<file path="src/rtl/mini_calc_arbiter.sv">
// mini_calc_arbiter
// Shares a single MiniCalc datapath between two valid/ready requesters.
// Requesters are granted round-robin. The granted instruction and operands
// are registered onto the datapath inputs and held for CALC_LATENCY cycles.
// The datapath results are then captured and returned on the granted
// requester's response channel. Only one operation is in flight at a time.

module mini_calc_arbiter #(
    parameter int                         INPUT_BIT_WIDTH = 8,
    parameter int                         INSTR_BIT_WIDTH = 4,
    parameter logic [INSTR_BIT_WIDTH-1:0] CODE_INSTR_NOP  = 4'b1111,
    parameter int                         CALC_LATENCY    = 2
) (
    input  logic                       clk_i,
    input  logic                       rst_ni,

    // requester 0 command channel
    input  logic                       req0_valid_i,
    output logic                       req0_ready_o,
    input  logic [INSTR_BIT_WIDTH-1:0] req0_instr_i,
    input  logic [INPUT_BIT_WIDTH-1:0] req0_a_i,
    input  logic [INPUT_BIT_WIDTH-1:0] req0_b_i,

    // requester 1 command channel
    input  logic                       req1_valid_i,
    output logic                       req1_ready_o,
    input  logic [INSTR_BIT_WIDTH-1:0] req1_instr_i,
    input  logic [INPUT_BIT_WIDTH-1:0] req1_a_i,
    input  logic [INPUT_BIT_WIDTH-1:0] req1_b_i,

    // requester 0 response channel
    output logic                       rsp0_valid_o,
    input  logic                       rsp0_ready_i,
    output logic [INPUT_BIT_WIDTH-1:0] rsp0_a_o,
    output logic [INPUT_BIT_WIDTH-1:0] rsp0_b_o,

    // requester 1 response channel
    output logic                       rsp1_valid_o,
    input  logic                       rsp1_ready_i,
    output logic [INPUT_BIT_WIDTH-1:0] rsp1_a_o,
    output logic [INPUT_BIT_WIDTH-1:0] rsp1_b_o,

    // MiniCalc datapath connection
    output logic [INSTR_BIT_WIDTH-1:0] calc_instruction_o,
    output logic [INPUT_BIT_WIDTH-1:0] calc_input_a_o,
    output logic [INPUT_BIT_WIDTH-1:0] calc_input_b_o,
    input  logic [INPUT_BIT_WIDTH-1:0] calc_output_a_i,
    input  logic [INPUT_BIT_WIDTH-1:0] calc_output_b_i,

    output logic                       busy_o
);

    // Counter holds CALC_LATENCY-1 down to 0; never narrower than one bit.
    localparam int CNT_W = (CALC_LATENCY < 2) ? 1 : $clog2(CALC_LATENCY + 1);

    localparam logic [CNT_W-1:0]           CNT_LOAD  = CNT_W'(CALC_LATENCY - 1);
    localparam logic [CNT_W-1:0]           CNT_ONE   = CNT_W'(1);
    localparam logic [CNT_W-1:0]           CNT_ZERO  = {CNT_W{1'b0}};
    localparam logic [INPUT_BIT_WIDTH-1:0] DATA_ZERO = {INPUT_BIT_WIDTH{1'b0}};

    typedef enum logic [1:0] {
        ST_IDLE = 2'd0,
        ST_EXEC = 2'd1,
        ST_RESP = 2'd2
    } state_e;

    // state and datapath registers
    state_e                     state_q,      state_d;
    logic [CNT_W-1:0]           cnt_q,        cnt_d;
    logic                       owner_q,      owner_d;
    logic                       last_grant_q, last_grant_d;
    logic [INSTR_BIT_WIDTH-1:0] calc_instr_q, calc_instr_d;
    logic [INPUT_BIT_WIDTH-1:0] calc_a_q,     calc_a_d;
    logic [INPUT_BIT_WIDTH-1:0] calc_b_q,     calc_b_d;
    logic                       rsp0_valid_q, rsp0_valid_d;
    logic [INPUT_BIT_WIDTH-1:0] rsp0_a_q,     rsp0_a_d;
    logic [INPUT_BIT_WIDTH-1:0] rsp0_b_q,     rsp0_b_d;
    logic                       rsp1_valid_q, rsp1_valid_d;
    logic [INPUT_BIT_WIDTH-1:0] rsp1_a_q,     rsp1_a_d;
    logic [INPUT_BIT_WIDTH-1:0] rsp1_b_q,     rsp1_b_d;
    logic                       busy_q,       busy_d;

    // combinational arbitration signals
    logic                       idle_s;
    logic                       grant_any_s;
    logic                       grant_sel_s;
    logic                       req0_ready_s;
    logic                       req1_ready_s;
    logic [INSTR_BIT_WIDTH-1:0] sel_instr_s;
    logic [INPUT_BIT_WIDTH-1:0] sel_a_s;
    logic [INPUT_BIT_WIDTH-1:0] sel_b_s;

    assign idle_s      = (state_q == ST_IDLE);
    assign grant_any_s = req0_valid_i | req1_valid_i;

    // Round-robin pick: a lone valid wins, contention goes to the requester not granted last.
    always_comb begin
        grant_sel_s = 1'b0;
        if (req0_valid_i && req1_valid_i) begin
            grant_sel_s = ~last_grant_q;
        end else if (req1_valid_i) begin
            grant_sel_s = 1'b1;
        end else begin
            grant_sel_s = 1'b0;
        end
    end

    // Ready is offered only while idle and only to the requester picked above.
    always_comb begin
        req0_ready_s = 1'b0;
        req1_ready_s = 1'b0;
        if (idle_s && grant_any_s) begin
            if (grant_sel_s) begin
                req1_ready_s = 1'b1;
            end else begin
                req0_ready_s = 1'b1;
            end
        end else begin
            req0_ready_s = 1'b0;
            req1_ready_s = 1'b0;
        end
    end

    // Steer the granted requester's instruction and operands toward the datapath registers.
    always_comb begin
        sel_instr_s = req0_instr_i;
        sel_a_s     = req0_a_i;
        sel_b_s     = req0_b_i;
        if (grant_sel_s) begin
            sel_instr_s = req1_instr_i;
            sel_a_s     = req1_a_i;
            sel_b_s     = req1_b_i;
        end else begin
            sel_instr_s = req0_instr_i;
            sel_a_s     = req0_a_i;
            sel_b_s     = req0_b_i;
        end
    end

    // Next-state logic: accept in IDLE, hold inputs in EXEC, hand back the result in RESP.
    always_comb begin
        state_d      = state_q;
        cnt_d        = cnt_q;
        owner_d      = owner_q;
        last_grant_d = last_grant_q;
        calc_instr_d = calc_instr_q;
        calc_a_d     = calc_a_q;
        calc_b_d     = calc_b_q;
        rsp0_valid_d = rsp0_valid_q;
        rsp0_a_d     = rsp0_a_q;
        rsp0_b_d     = rsp0_b_q;
        rsp1_valid_d = rsp1_valid_q;
        rsp1_a_d     = rsp1_a_q;
        rsp1_b_d     = rsp1_b_q;

        case (state_q)
            ST_IDLE: begin
                if (grant_any_s) begin
                    calc_instr_d = sel_instr_s;
                    calc_a_d     = sel_a_s;
                    calc_b_d     = sel_b_s;
                    owner_d      = grant_sel_s;
                    last_grant_d = grant_sel_s;
                    cnt_d        = CNT_LOAD;
                    state_d      = ST_EXEC;
                end else begin
                    calc_instr_d = CODE_INSTR_NOP;
                    calc_a_d     = DATA_ZERO;
                    calc_b_d     = DATA_ZERO;
                end
            end

            ST_EXEC: begin
                if (cnt_q != CNT_ZERO) begin
                    cnt_d = cnt_q - CNT_ONE;
                end else begin
                    // Datapath inputs have settled; sample results for the owner.
                    if (owner_q) begin
                        rsp1_valid_d = 1'b1;
                        rsp1_a_d     = calc_output_a_i;
                        rsp1_b_d     = calc_output_b_i;
                    end else begin
                        rsp0_valid_d = 1'b1;
                        rsp0_a_d     = calc_output_a_i;
                        rsp0_b_d     = calc_output_b_i;
                    end
                    calc_instr_d = CODE_INSTR_NOP;
                    calc_a_d     = DATA_ZERO;
                    calc_b_d     = DATA_ZERO;
                    state_d      = ST_RESP;
                end
            end

            ST_RESP: begin
                if (owner_q) begin
                    if (rsp1_ready_i) begin
                        rsp1_valid_d = 1'b0;
                        state_d      = ST_IDLE;
                    end else begin
                        rsp1_valid_d = 1'b1;
                    end
                end else begin
                    if (rsp0_ready_i) begin
                        rsp0_valid_d = 1'b0;
                        state_d      = ST_IDLE;
                    end else begin
                        rsp0_valid_d = 1'b1;
                    end
                end
            end

            default: begin
                // Unreachable encoding: drop any response and park safely.
                state_d      = ST_IDLE;
                calc_instr_d = CODE_INSTR_NOP;
                calc_a_d     = DATA_ZERO;
                calc_b_d     = DATA_ZERO;
                rsp0_valid_d = 1'b0;
                rsp1_valid_d = 1'b0;
                cnt_d        = CNT_ZERO;
            end
        endcase

        busy_d = (state_d != ST_IDLE);
    end

    // State and datapath registers; reset abandons any operation in flight.
    always_ff @(posedge clk_i or negedge rst_ni) begin
        if (!rst_ni) begin
            state_q      <= ST_IDLE;
            cnt_q        <= CNT_ZERO;
            owner_q      <= 1'b0;
            last_grant_q <= 1'b1;
            calc_instr_q <= CODE_INSTR_NOP;
            calc_a_q     <= DATA_ZERO;
            calc_b_q     <= DATA_ZERO;
            rsp0_valid_q <= 1'b0;
            rsp0_a_q     <= DATA_ZERO;
            rsp0_b_q     <= DATA_ZERO;
            rsp1_valid_q <= 1'b0;
            rsp1_a_q     <= DATA_ZERO;
            rsp1_b_q     <= DATA_ZERO;
            busy_q       <= 1'b0;
        end else begin
            state_q      <= state_d;
            cnt_q        <= cnt_d;
            owner_q      <= owner_d;
            last_grant_q <= last_grant_d;
            calc_instr_q <= calc_instr_d;
            calc_a_q     <= calc_a_d;
            calc_b_q     <= calc_b_d;
            rsp0_valid_q <= rsp0_valid_d;
            rsp0_a_q     <= rsp0_a_d;
            rsp0_b_q     <= rsp0_b_d;
            rsp1_valid_q <= rsp1_valid_d;
            rsp1_a_q     <= rsp1_a_d;
            rsp1_b_q     <= rsp1_b_d;
            busy_q       <= busy_d;
        end
    end

    assign req0_ready_o       = req0_ready_s;
    assign req1_ready_o       = req1_ready_s;
    assign rsp0_valid_o       = rsp0_valid_q;
    assign rsp0_a_o           = rsp0_a_q;
    assign rsp0_b_o           = rsp0_b_q;
    assign rsp1_valid_o       = rsp1_valid_q;
    assign rsp1_a_o           = rsp1_a_q;
    assign rsp1_b_o           = rsp1_b_q;
    assign calc_instruction_o = calc_instr_q;
    assign calc_input_a_o     = calc_a_q;
    assign calc_input_b_o     = calc_b_q;
    assign busy_o             = busy_q;

endmodule
</file>
<file path="config.mk">
export PLATFORM = sky130hd
export DESIGN_NAME = mini_calc_arbiter
export DESIGN_NICKNAME = d
export VERILOG_FILES = /design/src/rtl/mini_calc_arbiter.sv
export SDC_FILE = /design/constraint.sdc
export NUM_CORES = 1
export LEC_CHECK = 0
export ABC_AREA = 0
export BUFFER_PORTS_ARGS = -buffer_cell sky130_fd_sc_hd__buf_4
export CORE_MARGIN = 2
export CORE_UTILIZATION = 51
export CTS_CLUSTER_DIAMETER = 80
export DETAILED_ROUTE_END_ITERATION = 8
export PLACE_DENSITY = 0.88
export SYNTH_ARGS = -nofsm -noshare
export SYNTH_HDL_FRONTEND = slang
export SYNTH_SLANG_ARGS = --single-unit
</file>
<file path="constraint.sdc">
create_clock -name clk_i -period 3.08 [get_ports clk_i]
set_input_delay 0.154 -clock clk_i [delete_from_list [all_inputs] [get_ports clk_i]]
set_output_delay 0.154 -clock clk_i [all_outputs]
set_load 0.02 [all_outputs]
</file>
==> results by group, run 1 <==
Outcome
  – Status: finished clean

Clock tree
  – CTS buffer count: 9
  – H-tree lvl count: 3
  – CTS tree: done
  – Clk slew on worst S/H paths: 0.07 ns
  – Post-CTS Resized: 0
  – Root Buffer: clkbuf_8
  – Worst skew pair latency: around 0.33 ns
  – Sink Count: 61
  – Buffer depth of the longest clock path: 2

Setup path
  – Worst EP required: 3.29 ns
  – Max stage delay on crit path: 0.62 ns
  – Worst-path cell chain: inv_1 > ha_1 > nand3b_1 > mux2_2
  – Setup CP Type: reg2reg
  – Delay-heaviest family, CP: simple AND/OR/NAND/NOR gates
  – Crit. End Element: register
  – Arrival @ worst endpoint: about 2.4 ns
  – Critical Path Slowest Stage Cell: nand3b_1
  – Reg2Reg Depth: 4
  – CP Max Fanout: 16
  – Reg2reg end: rsp0_b_o[6]$_DFFE_PN0P_
  – FF-to-FF Start: state_q[1]$_DFF_PN0_
  – Reg-to-reg slack, setup: 0.86 ns
  – CP Launch Type: register
  – Critical path buffers and inverters: 1

Floorplan
  – Std-Cell Rows: 26
  – Num ports: 119
  – Die Wd: 77.6 um
  – Die Span Y: 77.6 um
  – CORE AREA: 5170 um2
  – Starting density of the core: 53.4%
  – Die Area: 6020 um2

Finish
  – Most common cell after layout, fill and taps aside: buf_4
  – Final net count: 385
  – Non-Filler Instances: roughly 390
  – Ant diodes: 0
  – Layout cells sized above 1: a little under three fifths
  – Syn-to-layout area delta: 40.9%
  – Fill cells: around 360
  – Most frequent cells in the layout: 119 x buf_4, 56 x dfrtp_1, 36 x mux2_2

Synth
  – Yosys warns: 0
  – Seq/Total Area, Yosys: a little under three fifths
  – Syn nets: 267
  – Post-Syn Area: 2760 um2
  – Library cells used by synthesis: 37
  – Synth Register Bits: 61
  – Mean Syn Cell Area: about 14 um2
  – Synth Instances: 199

Pwr
  – Cell leakage power: 1.85 nW
  – Max VDD drop: 0.676 mV
  – Pwr per Cell Area: between 1000 and 1500 nW/um2

Worst hold path
  – Hold Crit Endpoint: last_grant_q$_DFFE_PN1N_
  – Worst Hold Depth: 2
  – Hold path startpoint: req0_valid_i
  – Tightest Hold Check Type: in2reg

STA
  – Slew margin rel.: 47.2%
  – Hold Fails Final Rpt: 0
  – Part of the cycle the worst path needs: 71.9%
  – Slew Viols, Final: 0
  – Post-route minimum period: 2.22 ns
  – Fmax achieved: 0.451 GHz
  – Count of final setup violators: 0
  – Setup TNS: 0 ns
  – Worst slew pin tran: 0.789 ns
  – RSZ-0062 raised after global routing: no
  – Clk_skew: 0.00531 ns

Job
  – Max-Cap Viols: 0

Global route
  – Grt total ovfl: 0
  – Vias in the first global route: about 2100
  – Initial antenna violation count: 0
  – Tot GR Track Use: 20.7%
  – Largest net degree at the start of global routing: 62
  – First-pass GRT wire length: 9730 um

Drt
  – Initial drt markers: 47
  – Pre-antenna DRT Iters: 4
  – Final wirelength: 6080 um
  – Vias per std cell: between 5 and 6
  – Post-DRT Antenna Nets: 0
  – Drc violations: 0
  – Routed len/inst: 15.5 um
  – Via Count: 2037

Place
  – GP Congestion: between 0.7 and 0.8
  – HPWL after detailed placement: ~4400 um
  – Port Buf Inserts: 118
  – Total placed cells including tap cells: 375
[routing by layer]
layer | wire [um] | vias to the layer above | track usage [%] | share of wire (%)
li1 | - | 972 | - | -
met1 | 2470 | 968 | 23.3 | 41
met2 | 2940 | 93 | 34.5 | 48
met3 | 629 | 4 | 11.3 | 10
met4 | 34 | 0 | 5.00 | 0.56
met5 | 0 | - | 0 | 0
[flip-flops by register name, indices dropped and copies added, names as in the netlist]
signal	count
busy_o	1
calc_input_a_o	8
calc_input_b_o	8
calc_instruction_o	4
cnt_q	2
last_grant_q	1
owner_q	1
rsp0_a_o	8
rsp0_b_o	8
rsp0_valid_o	1
rsp1_a_o	8
rsp1_b_o	8
rsp1_valid_o	1
state_q	2
[power by group]
group	total, mW	internal (mW)	switching (mW)
Combinational	2.11	0.978	1.13
Clock	0.860	0.558	0.303
Sequential	1.39	1.19	0.207
Total	4.36	2.72	1.64
[metrics by stage]
stage	setup WS [ns]	area [um2]	power, mW	util, %	hold slack (ns)
3_5_place_dp	0.851	3640	3.53	70.3	0.272
2_1_floorplan	1.39	2760	2.81	-	-0.142
4_1_cts	0.828	3890	4.41	75.3	0.0208
5_1_grt	0.735	3890	4.62	75.3	0.0210
6_report	0.864	3890	4.36	75.3	0.0364
3_3_place_gp	0.987	3640	3.45	70.3	0.263
[logic make-up after synthesis]
| logic type | count (synthesis) | share of synthesized area, % |
|---|---|---|
| flops | 61 | 55.5 |
| compound gates | 44 | 12.7 |
| mux | 53 | 20.8 |
| fa+ha+maj | 6 | 2.72 |
| simple gates | 17 | 3.67 |
| buf+inv | 18 | 4.62 |
[Yosys cell counts, drive strengths merged]
cell,number,area (um2)
a211o,1,8.76
a211oi,1,7.51
a21boi,1,11.3
a21oi,4,20.0
a221oi,1,8.76
a22oi,1,7.51
a31oi,1,6.26
and2,1,6.26
buf,11,101
clkbuf,2,7.51
dfrtp,56,1400
dfstp,5,131
ha,6,75.1
inv,5,18.8
mux2,36,405
mux2i,17,170
nand2,2,7.51
nand3,1,10.0
nand3b,1,7.51
nor2,5,18.8
nor2b,3,21.3
nor3,1,5.00
nor3b,1,7.51
o21a,2,15.0
o21ai,3,15.0
o21ba,1,10.0
o21bai,1,7.51
o22a,4,35.0
o2bb2ai,17,149
o31ai,2,15.0
o32ai,1,8.76
o41ai,3,26.3
or2,1,6.26
or3b,1,11.3
[cell type report]
type                       instances  area [um2]  area share, %
clock inverter                     6         110           2.83
inverter                           5        18.8          0.482
tap                               70        87.6           2.25
clock buffer                      10         138           3.53
timing repair buffer             120         903           23.2
sequential                        61        1530           39.4
multi-input combinational        120        1100           28.3
[what timing repair did]
action | in CTS | in global routing
hold endpoints to repair | 56 | 0
setup buffers | 0 | 0
hold buffers | 1 | 0
[worst max-delay path by stage]
stage                                    start  cells after the start  slack, ns                       endpoint
after floorplan           state_q[1]$_DFF_PN0_                      8       1.39  calc_input_a_o[0]$_DFFE_PN0P_
after global placement    state_q[1]$_DFF_PN0_                      4       0.99        rsp0_b_o[3]$_DFFE_PN0P_
after detailed placement  state_q[1]$_DFF_PN0_                      4       0.85        rsp0_a_o[1]$_DFFE_PN0P_
after CTS                 state_q[1]$_DFF_PN0_                      4       0.83        rsp0_a_o[7]$_DFFE_PN0P_
after global routing      state_q[1]$_DFF_PN0_                      4       0.73        rsp0_b_o[4]$_DFFE_PN0P_
final                     state_q[1]$_DFF_PN0_                      4       0.86        rsp0_b_o[6]$_DFFE_PN0P_
No activity file was read; power rests on OpenSTA's default activity.
==> run 2: changes to the inputs <==
- CORE_UTILIZATION: 51 -> 47
- PLACE_DENSITY: 0.88 -> 0.82
- clock period: 3.08 -> 2.3 ns (I/O delays scaled with it)
==> run 2 against run 1 <==
  * Register-to-register slack worse by 0.53 ns
  * Sequential share of layout area up 0.22 points
  * Utilization down 6.2 points
  * Global-route usage down 2.3 points
  * Via count up 2.1%
==> results by group, run 2 (synthesized netlist as in run 1, its figures left out) <==
Finish
  – Final net count: 389
  – Syn-to-layout area delta: 40.1%
  – Layout cells sized above 1: 56.4%
  – Most common cell after layout, fill and taps aside: buf_4
  – Most frequent cells in the layout: 122 x buf_4, 56 x dfrtp_1, 36 x mux2_2
  – Fill cells: 402
  – Non-Filler Instances: 398
  – Ant diodes: 0

Setup path
  – CP Launch Type: register
  – Crit. End Element: register
  – Worst-path cell chain: inv_1 > ha_1 > o21a_1 > or3b_4 > o22a_1
  – Setup CP Type: reg2reg
  – Arrival @ worst endpoint: approximately 2.2 ns
  – Worst EP required: around 2.6 ns
  – Critical Path Slowest Stage Cell: or3b_4
  – Max stage delay on crit path: 0.51 ns
  – CP Max Fanout: 20

Floorplan
  – Num ports: 119
  – CORE AREA: 5610 um2
  – Die Wd: about 81 um
  – Std-Cell Rows: 27
  – Die Span Y: approximately 81 um
  – Starting density of the core: 49.3%
  – Die Area: 6510 um2

Clock tree
  – Hold_buf cts: 2
  – Root Buffer: clkbuf_8
  – Buffer depth of the longest clock path: 2
  – CTS tree: done
  – Post-CTS setup buffer count: 0
  – Sink Count: 61
  – H-tree lvl count: 3
  – Post-CTS Resized: 0
  – Worst skew pair latency: 0.32 ns
  – CTS buffer count: 9
  – Clk slew on worst S/H paths: about 0.060 ns

Global route
  – Tot GR Track Use: 18.4%
  – Initial antenna violation count: 0
  – Largest net degree at the start of global routing: 62
  – First-pass GRT wire length: 8980 um
  – Grt total ovfl: 0
  – Vias in the first global route: 1987

Pwr
  – Max VDD drop: 0.986 mV
  – Net Sw Power: 2.17 mW
  – Pwr per Cell Area: 1450 nW/um2
  – Clk network pwr share: 16.1%
  – Cell leakage power: 1.85 nW
  – Reg power frac: between 30% and 40%
  – P_int: 3.44 mW
  – Comb pwr share: slightly above 50%
  – Switching Fraction: 38.8%

Drt
  – Final wirelength: between 6000 and 7000 um
  – Vias per std cell: between 5 and 6
  – Pre-antenna DRT Iters: 4
  – Post-DRT Antenna Nets: 0
  – Routed len/inst: 15.3 um
  – Drc violations: 0
  – Via Count: about 2100
  – Initial drt markers: 73

STA
  – Hold Fails Final Rpt: 0
  – Slew margin rel.: 51.0%
  – Part of the cycle the worst path needs: 85.3%
  – Worst slew pin tran: 0.735 ns
  – Count of final setup violators: 0
  – Post-route minimum period: 1.96 ns
  – Clk_skew: between 0.004 and 0.005 ns
  – Setup TNS: 0 ns
  – RSZ-0062 raised after global routing: no
  – Fmax achieved: around 0.51 GHz
  – Slew Viols, Final: 0

Place
  – Port Buf Inserts: 118
  – GP Congestion: 0.823
  – Total placed cells including tap cells: 380
  – HPWL after detailed placement: 4470 um

Worst hold path
  – Tightest Hold Check Type: in2reg

Job
  – Max-Cap Viols: 0

Outcome
  – Status: finished clean
==> run 2: critical path, delay by kind of cell, from the launching register on <==
| kind | cells | cell delay [ns] |
|---|---|---|
| buffers and inverters | 1 | 0.11 |
| AND/OR/NAND/NOR | 1 | 0.51 |
| AO/OA/AOI/OAI | 2 | 0.44 |
| adder cells (fa/ha/maj) | 1 | 0.40 |
| flip-flops | 1 | 0.43 |
==> run 2: metrics by stage <==
step	hold slack, ns	instance area, um2	power (mW)	util [%]	setup WS [ns]
3_3_place_gp	0.230	3660	4.64	65.3	0.450
4_1_cts	0.0164	3870	5.66	69.1	0.341
2_1_floorplan	-0.181	2760	3.77	-	0.610
6_report	0.0294	3870	5.61	69.1	0.338
3_5_place_dp	0.232	3660	4.74	65.3	0.353
5_1_grt	0.0118	3870	5.95	69.1	0.181
==> run 2: worst paths after layout <==
check                                              start                                 to  slack, ns  cells after the start
setup reg to reg                    state_q[1]$_DFF_PN0_  calc_instruction_o[3]$_DFFE_PN1P_       0.34                      5
setup / recovery                    state_q[1]$_DFF_PN0_  calc_instruction_o[3]$_DFFE_PN1P_       0.34                      5
hold reg to reg            calc_input_b_o[3]$_DFFE_PN0P_      calc_input_b_o[3]$_DFFE_PN0P_       0.49                      1
min in group asynchronous                         rst_ni            rsp0_b_o[0]$_DFFE_PN0P_       0.40                      2
max in group asynchronous                         rst_ni      calc_input_a_o[3]$_DFFE_PN0P_       1.42                      2
hold / removal                        calc_output_b_i[7]            rsp1_b_o[7]$_DFFE_PN0P_       0.03                      2
==> run 2: area by class of cell <==
| type | instances | area [um2] | area share, % |
|---|---|---|---|
| clock buffers | 11 | 141 | 3.65 |
| clock inverters | 5 | 50.0 | 1.29 |
| well taps | 72 | 90.1 | 2.33 |
| multi-input cells | 120 | 1100 | 28.5 |
| inverters | 5 | 18.8 | 0.485 |
| repair buffers | 124 | 936 | 24.2 |
| flip-flops and latches | 61 | 1530 | 39.6 |
==> run 2: metal layers <==
| layer | track usage [%] | up-vias | share of wire, % |
|---|---|---|---|
| met5 | 0 | - | 0 |
| met4 | 7.80 | 0 | 1.0 |
| met3 | 7.64 | 6 | 11 |
| li1 | - | 981 | - |
| met1 | 21.4 | 989 | 42 |
| met2 | 29.9 | 104 | 46 |
==> run 2: power by group through the flow <==
stage	Combinational (mW)	Clock, mW	Sequential, mW
global route	3.05	0.974	1.93
detailed placement	2.86	0	1.88
floorplan	1.40	0	2.37
global placement	2.78	0	1.86
CTS	2.87	0.927	1.87
finish	2.84	0.905	1.87
==> run 3: changes to the inputs <==
- CORE_ASPECT_RATIO: default -> 0.75
==> run 3 against run 2 <==
  * Sequential cell count is the same
  * Non-clock buffer count grew 2
  * First-iteration DRC count shrank 6.8%
  * Clock-buffer cell count grew 1
  * Critical path depth is the same
  * Utilization shrank 0.47 points
  * Maximum frequency shrank 0.84%
  * Sequential share of layout area shrank 0.62 points
  * Final cell count grew 2.0%
  * Critical path type unchanged
  * Largest power group unchanged
==> results by group, run 3 (synthesized netlist as in run 1, its figures left out) <==
Clock tree
  – CTS buffer count: 9
  – CTS tree: done
  – H-tree lvl count: 3
  – Sink Count: roughly 60
  – Buffer depth of the longest clock path: 2
  – Clk slew on worst S/H paths: 0.07 ns
  – Root Buffer: clkbuf_8
  – Worst skew pair latency: 0.34 ns
  – Post-CTS setup buffer count: 0

Floorplan
  – Die Span Y: 70.4 um
  – Std-Cell Rows: 24
  – Die Area: 6520 um2
  – CORE AREA: 5740 um2
  – Num ports: 119
  – Starting density of the core: 48.2%
  – Die Wd: 92.6 um

Setup path
  – Crit. End Element: register
  – Critical Path Slowest Stage Cell: or3b_4
  – Critical path depth: 5
  – Delay-heaviest family, CP: simple AND/OR/NAND/NOR gates
  – CP Max Fanout: 20
  – CP Launch Type: register
  – Reg2Reg Depth: 5
  – Critical path buffers and inverters: 1
  – Worst-path cell chain: inv_1 > ha_1 > o21a_1 > or3b_4 > o22a_1
  – Worst EP required: 2.56 ns
  – Max stage delay on crit path: 0.51 ns
  – Setup CP Type: reg2reg
  – Arrival @ worst endpoint: 2.24 ns

STA
  – Part of the cycle the worst path needs: 86.0%
  – Setup ws final: 0.322 ns
  – Setup TNS: 0 ns
  – RSZ-0062 raised after global routing: no
  – Slew margin rel.: 50.3%
  – Worst slew pin tran: ~0.75 ns
  – Slew Viols, Final: 0
  – Hold Fails Final Rpt: 0
  – Final hold slack: 0.0179 ns
  – Count of final setup violators: 0
  – Post-route minimum period: between 1.5 and 2 ns
  – Fmax achieved: 0.506 GHz
  – Clk_skew: 0.00619 ns

Drt
  – Pre-antenna DRT Iters: 4
  – Drc violations: 0
  – Via Count: about 2100
  – Post-DRT Antenna Nets: 0
  – Vias per std cell: between 5 and 6
  – Routed len/inst: 15.7 um
  – Initial drt markers: 68
  – Final wirelength: 6390 um

Global route
  – Vias in the first global route: approximately 2100
  – First-pass GRT wire length: 10000 um
  – Tot GR Track Use: 20.2%
  – Grt total ovfl: 0
  – Initial antenna violation count: 0
  – Largest net degree at the start of global routing: 62

Place
  – Area post-placement: 3670 um2
  – HPWL after detailed placement: 4580 um
  – Worst slack, placed: between 0.3 and 0.4 ns
  – Port Buf Inserts: 118
  – GP Congestion: roughly 0.85

Finish
  – Syn-to-layout area delta: 42.3%
  – Design area: approximately 4000 um2
  – Final net count: 391
  – Most frequent cells in the layout: 122 x buf_4, 56 x dfrtp_1, 36 x mux2_2
  – Layout cells sized above 1: between 50% and 60%
  – Fill cells: 422
  – Most common cell after layout, fill and taps aside: buf_4
  – Ant diodes: 0
  – Fin util: 68.6%

Pwr
  – Max VDD drop: about 0.91 mV
  – Pwr per Cell Area: 1470 nW/um2
  – Cell leakage power: 1.88 nW

Worst hold path
  – Worst Hold Depth: 2
  – Tightest Hold Check Type: in2reg

Outcome
  – Status: finished clean

Job
  – Max-Cap Viols: 0
==> run 3: changes by cell type in the layout (fill, tap and decap cells not counted) <==
cell | before | now
dlygate4sd3_1 | 2 | 4
bufinv_16 | 1 | 2
clkbuf_8 | 10 | 11
clkinv_2 | 4 | 2
==> run 3: where the power goes <==
group	total [mW]	switching [mW]	internal, mW
clock	1.07	0.406	0.666
combinational	2.85	1.53	1.33
sequential	1.86	0.275	1.59
total	5.79	2.21	3.58
==> run 3: final timing paths <==
check                                              startpoint                                 to  slack [ns]
worst max-delay path                     state_q[0]$_DFF_PN0_  calc_instruction_o[2]$_DFFE_PN1P_        0.32
worst min-delay path                       calc_output_b_i[7]            rsp1_b_o[7]$_DFFE_PN0P_        0.02
worst max register to register           state_q[0]$_DFF_PN0_  calc_instruction_o[2]$_DFFE_PN1P_        0.32
worst min register to register  calc_input_b_o[3]$_DFFE_PN0P_      calc_input_b_o[3]$_DFFE_PN0P_        0.49
max in group asynchronous                              rst_ni      calc_input_b_o[7]$_DFFE_PN0P_        1.41
min in group asynchronous                              rst_ni            rsp1_b_o[2]$_DFFE_PN0P_        0.40
==> run 3: per-layer routing <==
layer,global-route usage [%],wire [um],up-vias
met2,31.5,2880,100
met4,7.63,93,0
met3,10.6,726,9
met5,0,0,-
met1,23.6,2690,1011
li1,-,-,981
==> run 3: metrics by stage <==
step / power [mW] / std cells
4_1_cts: 5.84 / 405
5_1_grt: 6.15 / 406
3_3_place_gp: 4.64 / 386
2_1_floorplan: 3.77 / 199
3_5_place_dp: 4.76 / 386
6_report: 5.79 / 406
==> run 3: cell type report <==
cell class | instances | area, um2 | area share (%)
Clock buffer | 12 | 155 | 3.94
Timing Repair Buffer | 126 | 956 | 24.3
Clock inverter | 4 | 70.1 | 1.78
Multi-Input combinational cell | 120 | 1100 | 28.1
Tap cell | 78 | 97.6 | 2.48
Inverter | 5 | 18.8 | 0.477
Sequential cell | 61 | 1530 | 39.0
==> run 3: timing repair <==
action | 4_1_cts | 5_1_grt
hold endpoints to repair | 58 | 1
hold buffers | 3 | 1
gates resized for setup | 0 | 0
